File: src/rtl/inf_pkg.sv
// Shared types and width helpers for the integrate-no-fire layer sequencer.
package inf_pkg;

  typedef enum logic [2:0] {
    IDLE,
    RD,
    LD,
    ACC,
    DRN,
    OUT,
    WB,
    DONE
  } state_t;

  // Each neuron costs N_IN accumulate cycles plus RD, LD, DRN, OUT and WB.
  localparam int CYC_OVERHEAD = 5;

  function automatic int cyc_per_neuron(input int n_in);
    return n_in + CYC_OVERHEAD;
  endfunction

  function automatic int clog2_min1(input int n);
    return (n <= 2) ? 1 : $clog2(n);
  endfunction

endpackage

File: src/rtl/inf_layer_seq_if.sv
// Control/strobe bundle between the layer sequencer, its controller, the neuron and the memories.
interface inf_layer_seq_if
  import inf_pkg::*;
#(
  parameter int N_IN  = 16,
  parameter int N_OUT = 10,
  parameter int W_AW  = clog2_min1(N_IN * N_OUT),
  parameter int V_AW  = clog2_min1(N_OUT)
);

  logic            start;
  logic            first_step;
  logic [N_IN-1:0] spike_in;
  logic            busy;
  logic            done;
  logic            w_rd_en;
  logic [W_AW-1:0] w_addr;
  logic            vmem_rd_en;
  logic [V_AW-1:0] vmem_rd_addr;
  logic            vmem_wr_en;
  logic [V_AW-1:0] vmem_wr_addr;
  logic            neu_load_en;
  logic            neu_input_valid;
  logic            neu_output_en;
  logic [V_AW-1:0] cur_neuron;

  modport master (
    input  start, first_step, spike_in,
    output busy, done, w_rd_en, w_addr, vmem_rd_en, vmem_rd_addr,
           vmem_wr_en, vmem_wr_addr, neu_load_en, neu_input_valid,
           neu_output_en, cur_neuron
  );

  modport slave (
    output start, first_step, spike_in,
    input  busy, done, w_rd_en, w_addr, vmem_rd_en, vmem_rd_addr,
           vmem_wr_en, vmem_wr_addr, neu_load_en, neu_input_valid,
           neu_output_en, cur_neuron
  );

endinterface

File: src/rtl/inf_layer_seq.sv
// Sequencer driving one time-multiplexed integrate-no-fire neuron across a fully connected layer:
// per output neuron it loads vmem, streams the spike-gated weight row, latches and writes back.
module inf_layer_seq
  import inf_pkg::*;
#(
  parameter int N_IN  = 16,
  parameter int N_OUT = 10,
  parameter int W_AW  = clog2_min1(N_IN * N_OUT),
  parameter int V_AW  = clog2_min1(N_OUT)
) (
  input  logic            clk,
  input  logic            rst_n,
  inf_layer_seq_if.master bus
);

  localparam int              IW     = clog2_min1(N_IN);
  localparam logic [IW-1:0]   I_LAST = IW'(N_IN - 1);
  localparam logic [V_AW-1:0] J_LAST = V_AW'(N_OUT - 1);

  state_t          state_reg;
  state_t          state_next;
  logic [N_IN-1:0] spk_reg;
  logic            fs_reg;
  logic [IW-1:0]   i_reg;
  logic [V_AW-1:0] j_reg;
  logic [W_AW-1:0] base_reg;
  logic            valid_reg;

  always_ff @(posedge clk) begin
    if (!rst_n) begin
      state_reg <= IDLE;
    end else begin
      state_reg <= state_next;
    end
  end

  // Counters, captured inputs and the one-stage valid pipe that lines
  // neu_input_valid up with weight data returning a cycle after w_rd_en.
  always_ff @(posedge clk) begin
    if (!rst_n) begin
      spk_reg   <= '0;
      fs_reg    <= 1'b0;
      i_reg     <= '0;
      j_reg     <= '0;
      base_reg  <= '0;
      valid_reg <= 1'b0;
    end else begin
      valid_reg <= (state_reg == ACC) && spk_reg[i_reg];
      case (state_reg)
        IDLE: begin
          if (bus.start) begin
            spk_reg  <= bus.spike_in;
            fs_reg   <= bus.first_step;
            j_reg    <= '0;
            base_reg <= '0;
          end
        end
        LD: i_reg <= '0;
        ACC: begin
          if (i_reg != I_LAST) begin
            i_reg <= i_reg + IW'(1);
          end
        end
        WB: begin
          if (j_reg != J_LAST) begin
            j_reg    <= j_reg + V_AW'(1);
            base_reg <= base_reg + W_AW'(N_IN);
          end
        end
        default: ;
      endcase
    end
  end

  always_comb begin
    state_next          = state_reg;
    bus.busy            = (state_reg != IDLE);
    bus.done            = 1'b0;
    bus.w_rd_en         = 1'b0;
    bus.w_addr          = '0;
    bus.vmem_rd_en      = 1'b0;
    bus.vmem_rd_addr    = j_reg;
    bus.vmem_wr_en      = 1'b0;
    bus.vmem_wr_addr    = j_reg;
    bus.neu_load_en     = 1'b0;
    bus.neu_input_valid = valid_reg;
    bus.neu_output_en   = 1'b0;
    bus.cur_neuron      = j_reg;

    case (state_reg)
      IDLE: begin
        if (bus.start) begin
          state_next = RD;
        end
      end
      RD: begin
        bus.vmem_rd_en = !fs_reg;
        state_next     = LD;
      end
      LD: begin
        bus.neu_load_en = !fs_reg;
        state_next      = ACC;
      end
      ACC: begin
        bus.w_rd_en = 1'b1;
        bus.w_addr  = base_reg + W_AW'(i_reg);
        if (i_reg == I_LAST) begin
          state_next = DRN;
        end
      end
      DRN: state_next = OUT;
      OUT: begin
        bus.neu_output_en = 1'b1;
        state_next        = WB;
      end
      WB: begin
        bus.vmem_wr_en = 1'b1;
        state_next     = (j_reg == J_LAST) ? DONE : RD;
      end
      DONE: begin
        bus.done   = 1'b1;
        state_next = IDLE;
      end
      default: state_next = IDLE;
    endcase
  end

endmodule

File: src/flat_wrapper.sv
// flat-port wrapper written by rule: the top's interface ports become plain ports
module inf_layer_seq_flat import inf_pkg::*;
#(
  parameter int N_IN  = 16,
  parameter int N_OUT = 10,
  parameter int W_AW  = clog2_min1(N_IN * N_OUT),
  parameter int V_AW  = clog2_min1(N_OUT)
)
  (clk, rst_n, bus_start, bus_first_step, bus_spike_in, bus_busy, bus_done, bus_w_rd_en, bus_w_addr, bus_vmem_rd_en, bus_vmem_rd_addr, bus_vmem_wr_en, bus_vmem_wr_addr, bus_neu_load_en, bus_neu_input_valid, bus_neu_output_en, bus_cur_neuron);
  inf_layer_seq_if #(.N_IN(N_IN), .N_OUT(N_OUT), .W_AW(W_AW), .V_AW(V_AW)) bus_i ();
  input  logic clk;
  input  logic rst_n;
  input wire logic [$bits(bus_i.start)-1:0] bus_start;
  input wire logic [$bits(bus_i.first_step)-1:0] bus_first_step;
  input wire logic [$bits(bus_i.spike_in)-1:0] bus_spike_in;
  output wire logic [$bits(bus_i.busy)-1:0] bus_busy;
  output wire logic [$bits(bus_i.done)-1:0] bus_done;
  output wire logic [$bits(bus_i.w_rd_en)-1:0] bus_w_rd_en;
  output wire logic [$bits(bus_i.w_addr)-1:0] bus_w_addr;
  output wire logic [$bits(bus_i.vmem_rd_en)-1:0] bus_vmem_rd_en;
  output wire logic [$bits(bus_i.vmem_rd_addr)-1:0] bus_vmem_rd_addr;
  output wire logic [$bits(bus_i.vmem_wr_en)-1:0] bus_vmem_wr_en;
  output wire logic [$bits(bus_i.vmem_wr_addr)-1:0] bus_vmem_wr_addr;
  output wire logic [$bits(bus_i.neu_load_en)-1:0] bus_neu_load_en;
  output wire logic [$bits(bus_i.neu_input_valid)-1:0] bus_neu_input_valid;
  output wire logic [$bits(bus_i.neu_output_en)-1:0] bus_neu_output_en;
  output wire logic [$bits(bus_i.cur_neuron)-1:0] bus_cur_neuron;
  assign bus_i.start = bus_start;
  assign bus_i.first_step = bus_first_step;
  assign bus_i.spike_in = bus_spike_in;
  assign bus_busy = bus_i.busy;
  assign bus_done = bus_i.done;
  assign bus_w_rd_en = bus_i.w_rd_en;
  assign bus_w_addr = bus_i.w_addr;
  assign bus_vmem_rd_en = bus_i.vmem_rd_en;
  assign bus_vmem_rd_addr = bus_i.vmem_rd_addr;
  assign bus_vmem_wr_en = bus_i.vmem_wr_en;
  assign bus_vmem_wr_addr = bus_i.vmem_wr_addr;
  assign bus_neu_load_en = bus_i.neu_load_en;
  assign bus_neu_input_valid = bus_i.neu_input_valid;
  assign bus_neu_output_en = bus_i.neu_output_en;
  assign bus_cur_neuron = bus_i.cur_neuron;
  inf_layer_seq #(.N_IN(N_IN), .N_OUT(N_OUT), .W_AW(W_AW), .V_AW(V_AW)) u_core (.clk(clk), .rst_n(rst_n), .bus(bus_i));
endmodule
File: config.mk
export PLATFORM = sky130hd
export DESIGN_NAME = inf_layer_seq_flat
export DESIGN_NICKNAME = d
export VERILOG_FILES = /design/src/rtl/inf_pkg.sv /design/src/rtl/inf_layer_seq_if.sv /design/src/rtl/inf_layer_seq.sv /design/src/flat_wrapper.sv
export SDC_FILE = /design/constraint.sdc
export NUM_CORES = 1
export LEC_CHECK = 0
export BUFFER_PORTS_ARGS = -buffer_cell sky130_fd_sc_hd__buf_2
export CAP_MARGIN = 20
export CORE_MARGIN = 8
export CORE_UTILIZATION = 30
export DETAILED_ROUTE_END_ITERATION = 8
export HOLD_SLACK_MARGIN = 0.15
export SLEW_MARGIN = 20
export SYNTH_ARGS = -nofsm -noshare
export SYNTH_HDL_FRONTEND = slang
export SYNTH_SLANG_ARGS = --single-unit
File: constraint.sdc
create_clock -name clk -period 1.8 [get_ports clk]
set_clock_uncertainty 0.1 [all_clocks]
set_input_delay 0.09 -clock clk [delete_from_list [all_inputs] [get_ports clk]]
set_output_delay 0.09 -clock clk [all_outputs]
set_load 0.005 [all_outputs]
Yosys cells after proc, flatten, opt, wreduce, memory -nomap -nowiden:

Cells that the tools add are included.

* bits in registers: 37
* output and inout port bits: 28
* word-level logic and storage cells: 58

* $add $sub $neg: 4
* order comparisons: 1
* equal/unequal tests: 15
* muxes and demuxes: 21
* reductions and logical operators: 10

Operators by type and width (number)
* $mux 8: 3
* $pmux 3 s8: 1
* $pmux 4 s2: 2
* $pmux 8 s2: 1
* $eq 3x3->1 const B: 4
* $mux 4: 3
* $mux 3: 3
* $add 4x1->4 const B: 2
* $add 8x4->8: 1
* $add 8x5->8 const B: 1
* $eq 4x4->1 const B: 2
* $ne 4x4->1 const B: 2
* $mux 1: 7
* $eq 3x2->1 const B: 2
* $ne 2x2->1 const B: 3
* $reduce_and 2->1: 3
* $lt 4x5->1 const B: 1
* $bmux 1 s4: 1
* $reduce_bool 2->1: 2
* $eq 3x1->1 const B: 1
* $logic_not 3->1: 1
* $reduce_and 3->1: 1
* $reduce_bool 3->1: 1
* $ne 2x1->1 const B: 1
* other kinds (2): 2

Depth between registers and ports, before layout:

Gate-level depths: netlist of the first run.

* word-level depth: 3
* depth in mapped cells: 7
* gate-level depth less buffers: 6

Least setup slack after synthesis of the first run:

Ideal clock, no wire load.

* kind: register to register
* start point: register u_core.i_reg[1]
* end point: register u_core.valid_reg, in the netlist u_core.bus.neu_input_valid
* setup time: 0.123 ns
* arrival: 1.515 ns
* data required time: 1.577 ns
* setup slack: 0.062 ns
* stages on the path, launching flop included: 6
* buffers on the path: 1
* period minus slack after synthesis: 1.738 ns
* cells stage by stage: dfxtp_1 clkbuf_1 mux4_2 mux2_2 o211ai_1 a21oi_1

* longest elaborated chain between the ends: 3

Ends and longest elaborated chain
* from (decl): RTL line inf_layer_seq.sv:24 `logic [IW-1:0] i_reg;`
* from (signal assigned): RTL line inf_layer_seq.sv:61 `i_reg <= i_reg + IW'(1);`
* $bmux 1 s4: RTL line inf_layer_seq.sv:48 `valid_reg <= (state_reg == ACC) && spk_reg[i_reg];`
* $mux 1 (implied by the code): RTL line inf_layer_seq.sv:48
* $logic_and 1x1->1: RTL line inf_layer_seq.sv:48
* to (signal assigned): RTL line inf_layer_seq.sv:48
* to (decl): RTL line inf_layer_seq.sv:27 `logic valid_reg;`

No other way between the ends. The select of a mux whose other input is x is not followed.
A chain may end at the register's enable or synchronous reset.

Worst setup path in the final report of the first run:

* start point: register u_core.state_reg[2]
* end point: output bus_w_addr[3]

* longest elaborated chain between the ends: 2

Ends and longest elaborated chain
* from (decl): RTL line inf_layer_seq.sv:20 `state_t state_reg;`
* from (signal assigned): RTL line inf_layer_seq.sv:33 `state_reg <= state_next;`
* $eq 3x2->1: RTL line inf_layer_seq.sv:90 `case (state_reg)`
* $mux 8: RTL line inf_layer_seq.sv:90
* to (decl): RTL line flat_wrapper.sv:19 `output wire logic [$bits(bus_i.w_addr)-1:0] bus_w_addr;`

No other way between the ends.

==> results of run 1 <==
-- final cells by class --
class,instances,share of cell area
Sequential cell,33,0.293
Tap cell,72,0.0397
Inverter,6,0.00992
Clock inverter,3,0.0287
Multi-Input combinational cell,135,0.388
Timing Repair Buffer,73,0.211
Clock buffer,5,0.0303
-- what timing repair did --
item,CTS,global route
hold buffers,19,0
gates resized for setup,1,4
cloned,0,0
endpoints found under the setup margin,5,7
hold endpoints to repair,23,0
-- logic make-up after synthesis --
family / share of synthesized area
compound gates: 0.160
xor+xnor: 0.0104
fa+ha+maj: 0.0296
buf+inv: 0.0896
flops: 0.391
mux: 0.0777
simple gates: 0.242
-- cell usage after synthesis (all sizes together) --
cell | number | area (um^2)
xor2 | 1 | 8.76
a31oi | 1 | 6.26
buf | 11 | 86.3
or3 | 4 | 25.0
xnor2 | 1 | 8.76
mux2i | 3 | 30.0
nand3b | 2 | 15.0
clkbuf | 11 | 42.5
a22oi | 2 | 15.0
nand3 | 5 | 25.0
nor2 | 7 | 26.3
and3b | 3 | 26.3
inv | 6 | 22.5
mux4 | 4 | 90.1
nor3 | 2 | 10.0
nand2b | 1 | 6.26
nor2b | 4 | 25.0
a21boi | 18 | 135
and3 | 2 | 12.5
nand2 | 38 | 143
and2 | 10 | 62.6
ha | 4 | 50.1
nor4b | 2 | 32.5
a21oi | 8 | 43.8
o21ai | 8 | 40.0
o211ai | 2 | 15.0
dfxtp | 33 | 661
o21a | 1 | 7.51
mux2 | 1 | 11.3
a21o | 1 | 7.51
-- path summary, 6_finish.rpt --
| check | endpoint | slack (ns) |
|---|---|---|
| hold / removal | u_core.spk_reg[1] | 0.36 |
| hold reg to reg | u_core.spk_reg[1] | 0.36 |
| setup / recovery | bus_w_addr[3] | 0.16 |
| setup reg to reg | u_core.base_reg[7] | 0.17 |
-- where the power goes --
group / switching [mW] / internal (mW)
logic: 0.134 / 0.139
clock network: 0.273 / 0.550
registers: 0.0425 / 0.775
total: 0.450 / 1.46
-- stage by stage --
step / total power [mW] / setup WS [ns]
2_1_floorplan: 0.999 / 0.0621
4_1_cts: 1.94 / 0.0164
3_3_place_gp: 1.08 / 0.224
5_1_grt: 2.01 / 0.0525
6_report: 1.91 / 0.158
3_5_place_dp: 1.08 / 0.129
-- layer usage --
metal	up-vias	track usage	routed length, um
met5	-	0	0
met4	0	0.0368	51
met3	6	0.0395	235
met2	34	0.167	1790
met1	644	0.111	1880
li1	767	-	-
-- critical path, stage by stage, from the launching register on --
cell and delay, ns:
dfxtp_2 0.43, and3b_2 0.30, buf_4 0.18, and2_1 0.14, buf_2 0.12
==> flow_metrics.env, run 1 <==
export IMPL_cts_made_buffers=5
export IMPL_multi_input_area_um2=880
export IMPL_first_iter_violations=66
export IMPL_leakage_nw=0.989
export IMPL_grt_pass1_wl_um=6780
export IMPL_ir_worst_vdd_mv=0.383
export IMPL_setup_tns_ns=0
export IMPL_worstPathRequired_ns=1.61
export IMPL_setup_violations=0
export IMPL_whs_path_depth=2
export IMPL_drt_wl_total_um=3960
export IMPL_drv_cap=0
export IMPL_cts_buffer_depth=2
export IMPL_via_per_inst=4.44
export IMPL_die_h_um=91.1
export IMPL_final_seq_area_um2=666
export IMPL_grt_pass1_vias=1444
export IMPL_gp_congestion=0.746
export IMPL_powerDensity_nw_per_um2=843
export IMPL_fillers=560
export IMPL_vias=1451
export IMPL_status="finished clean"
export IMPL_io_pins=48
export IMPL_period_share=0.912
export IMPL_clkSlewWorstSetupHoldPaths_ns=0.07
export IMPL_portBuffers=47
export IMPL_cts_tree="done"
export IMPL_crit_arrival_ns=1.45
export IMPL_synth_nets=220
export IMPL_worst_setup_path_end_kind="output pin"
export IMPL_ant_nets=0
export IMPL_hold_class="flop to flop"
export IMPL_ys_seq_area_frac=0.391
export IMPL_finalMaxSlewViolations=0
export IMPL_antenna_cells=0
export IMPL_drcViolationCount=0
export IMPL_final_common_cell="buf_2"
export IMPL_clk_latency_ns=0.28
export IMPL_grt_max_degree=30
export IMPL_dieWidth_um=91.1
export IMPL_utilization=0.415
export IMPL_start_util=0.309
export IMPL_worstHoldStart="u_core.spk_reg[1]"
export IMPL_holdWs_ns=0.363
export IMPL_final_nets=278
export IMPL_area_growth_pct=34.3
export IMPL_max_freq_ghz=0.609
export IMPL_dpl_instance_area_um2=1940
export IMPL_worstMarginPinSlew_ns=0.420
export IMPL_cp_start_kind="flop"
export IMPL_grt_setup_unrepaired="no"
export IMPL_regToRegStartpoint="u_core.bus.cur_neuron[1]"
export IMPL_syn_inst=196
export IMPL_critPathKind="flop to output pin"
export IMPL_finalNonFillerCells=327
export IMPL_core_region_area_um2=5470
export IMPL_finalHoldViolations=0
export IMPL_reg2regPathDepth=6
export IMPL_htreeDepth=2
export IMPL_drt_first_pass_iters=4
export IMPL_slew_headroom=0.720
export IMPL_avgSynthCellArea_um2=8.62
export IMPL_grt_use_total=0.0996
export IMPL_synth_seq_cells=33
export IMPL_layout_common_cells="buf_2 (47), nand2_1 (38), dfxtp_1 (29)"
export IMPL_cts_root_buf="clkbuf_8"
export IMPL_cp_startpoint="u_core.state_reg[2]"
export IMPL_wire_per_inst_um=12.1
export IMPL_netlist_area_um2=1690
export IMPL_clock_sinks=33
export IMPL_place_hpwl_um=2910
export IMPL_min_period_ns=1.64
export IMPL_die_area_um2=8290
export IMPL_rows=27
export IMPL_cp_max_fo=10
export IMPL_final_area_um2=2270
export IMPL_overflow=0
export IMPL_yosysWarnings=0
export IMPL_dp_cells=300
export IMPL_drive_gt1_frac=0.290
export IMPL_synth_cell_types=35
export IMPL_antenna_found_initial=0
export IMPL_largest_register_ffs=16
export IMPL_postCtsSetupRepairBufs=0
Note: power is estimated with default switching activity, not from simulation.
==> run 2, diff against run 1 <==
Settings changed: ABC_AREA set to 1, RECOVER_POWER set to 100.
==> flow_metrics.env, run 2 <==
export IMPL_finalHoldViolations=0
export IMPL_ant_nets=0
export IMPL_largest_register_ffs=16
export IMPL_finalMaxSlewViolations=0
export IMPL_cts_made_buffers=5
export IMPL_cp_buffers_inverters=3
export IMPL_core_region_area_um2=5540
export IMPL_netlist_area_um2=1730
export IMPL_min_period_ns=1.71
export IMPL_synth_compound_area_share=0.160
export IMPL_critPathTopFamily="buffers and inverters"
export IMPL_synth_top_cells_by_area="dfxtp_1 (38%), a21oi_1 (9.6%), nand2_1 (7.8%)"
export IMPL_worstMarginPinSlew_ns=0.372
export IMPL_path_cells="inv_2, nand3_4, inv_6, nand2_8, o21ai_2, dlygate4sd3_1, a21oi_1"
export IMPL_grt_pass1_wl_um=7370
export IMPL_r2r_setup_slack_ns=0.09
export IMPL_grt_use_total=0.105
export IMPL_avgSynthCellArea_um2=7.11
export IMPL_slew_headroom=0.752
export IMPL_cts_root_buf="clkbuf_8"
export IMPL_ir_worst_vdd_mv=0.322
export IMPL_finalNonFillerCells=381
export IMPL_slowest_delay_ns=0.56
export IMPL_synth_xor_area_frac=0
export IMPL_htreeDepth=2
export IMPL_layout_common_cells="nand2_1 (38), inv_1 (37), a21oi_1 (33)"
export IMPL_cp_max_fo=19
export IMPL_final_nets=332
export IMPL_crit_arrival_ns=1.78
export IMPL_powerDensity_nw_per_um2=802
export IMPL_gp_congestion=0.832
export IMPL_dp_cells=349
export IMPL_grt_setup_unrepaired="no"
export IMPL_portBuffers=47
export IMPL_worstPathRequired_ns=1.87
export IMPL_synth_mux_area_frac=0
export IMPL_grt_max_degree=38
export IMPL_start_util=0.312
export IMPL_first_iter_violations=58
export IMPL_antenna_found_initial=0
export IMPL_synth_nets=267
export IMPL_cts_tree="done"
export IMPL_antenna_cells=0
export IMPL_synth_area_leader_cell="dfxtp_1"
export IMPL_clock_sinks=33
export IMPL_final_common_cell="nand2_1"
export IMPL_ys_flop_type="dfxtp_1"
export IMPL_grt_pass1_vias=1626
export IMPL_clk_latency_ns=0.28
export IMPL_synth_seq_cells=33
export IMPL_ys_seq_area_frac=0.382
export IMPL_yosys_top_cells_count="nand2_1 (36), inv_1 (35), a21oi_1 (33), dfxtp_1 (33), nor2_1 (24)"
export IMPL_critPathKind="flop to flop"
export IMPL_drv_cap=0
export IMPL_synthSimpleGateAreaFrac=0.267
export IMPL_yosysMostFrequentCell="nand2_1"
export IMPL_synth_edff_count=0
export IMPL_rows=27
export IMPL_total_power_mw=1.78
export IMPL_clkSlewWorstSetupHoldPaths_ns=0.06
export IMPL_max_freq_ghz=0.586
export IMPL_place_hpwl_um=3140
export IMPL_status="finished clean"
export IMPL_cp_start_kind="flop"
export IMPL_yosysWarnings=0
export IMPL_setup_violations=0
export IMPL_period_share=0.949
export IMPL_synth_top_cell_area_share=0.382
export IMPL_drt_first_pass_iters=4
export IMPL_drcViolationCount=0
export IMPL_syn_inst=243
export IMPL_hold_class="flop to flop"
export IMPL_io_pins=48
export IMPL_area_growth_pct=28.5
export IMPL_synth_top_family_by_area="simple AND/OR/NAND/NOR gates"
export IMPL_synth_cell_types=22
export IMPL_drive_gt1_frac=0.172
export IMPL_synth_fa_ha_area_frac=0.0290
export IMPL_overflow=0
export IMPL_dieWidth_um=91.9
export IMPL_synthArstFlopShare=0
export IMPL_leakage_nw=0.987
export IMPL_die_h_um=91.9
export IMPL_cts_buffer_depth=2
export IMPL_setup_tns_ns=0
export IMPL_drt_wl_total_um=4530
export IMPL_die_area_um2=8440
export IMPL_vias=1685
export IMPL_worst_setup_path_end_kind="flop"
export IMPL_slowest_stage="dlygate4sd3_1"
export IMPL_wire_per_inst_um=11.9
export IMPL_via_per_inst=4.42
[run 2: changes by cell type after synthesis, moves of 11 or more]
cell / before / now
a21oi_1: 7 / 33
a21boi_0: 18 / 0
nor2_1: 7 / 24
inv_1: 6 / 35
nand3_1: 5 / 18
o21ai_0: 8 / 19
[run 2: kinds of logic (layout without fill, tap and decap cells)]
logic type               after synthesis  after routing
AO/OA/AOI/OAI                         54             54
adder cells (fa/ha/maj)                4              4
buffers and inverters                 58            123
flip-flops                            33             33
AND/OR/NAND/NOR                       94             95
[run 2: where the power goes]
group	leakage [nW]	switching (mW)	internal (mW)
logic	0.677	0.263	0.174
registers	0.270	0.0279	0.794
clock network	0.0395	0.247	0.274
total	0.987	0.538	1.24
[run 2: what timing repair did]
action / in CTS / in global routing
gates resized for setup: 0 / 4
endpoints found under the hold margin: 20 / 0
hold buffers: 20 / 0
setup buffers: 0 / 3
endpoints found under the setup margin: 0 / 1
[run 2: worst min-delay path, cell delays in order (launching register included)]
cell and delay (ns):
dfxtp_1 0.29, inv_1 0.06, a21oi_1 0.05
[run 2: path summary, 6_finish.rpt]
kind	start	endpoint	cells after the start
setup / recovery	u_core.state_reg[2]	u_core.spk_reg[7]	7
hold / removal	u_core.spk_reg[5]	u_core.spk_reg[5]	2
setup reg to reg	u_core.state_reg[2]	u_core.spk_reg[7]	7
hold reg to reg	u_core.spk_reg[5]	u_core.spk_reg[5]	2
[run 2: per-layer routing]
metal  vias up  wire [um]  track usage  share of wire
met5         -          0            0              0
met4         0         13       0.0242         0.0029
met3         2        238       0.0473          0.053
met2        37       2150        0.176           0.47
met1       752       2130        0.120           0.47
li1        894          -            -              -
[run 2: layout make-up]
cell class,instances,area (um^2)
timing repair buffer,74,460
fill,616,3320
tap,72,90.1
multi-input combinational,153,768
inverter,41,159
clock buffer,8,80.1
sequential,33,662
[run 2: metrics by stage]
step | utilization | worst slack [ns] | instance area (um^2) | hold WS (ns)
after global placement | 0.354 | 0.338 | 1960 | 0.244
after detailed placement | 0.354 | 0.327 | 1960 | 0.258
after CTS | 0.404 | 0.0288 | 2240 | 0.353
final | 0.401 | 0.0921 | 2220 | 0.355
after floorplan | - | 0.420 | 1730 | 0.133
after global routing | 0.401 | 0.0277 | 2220 | 0.375
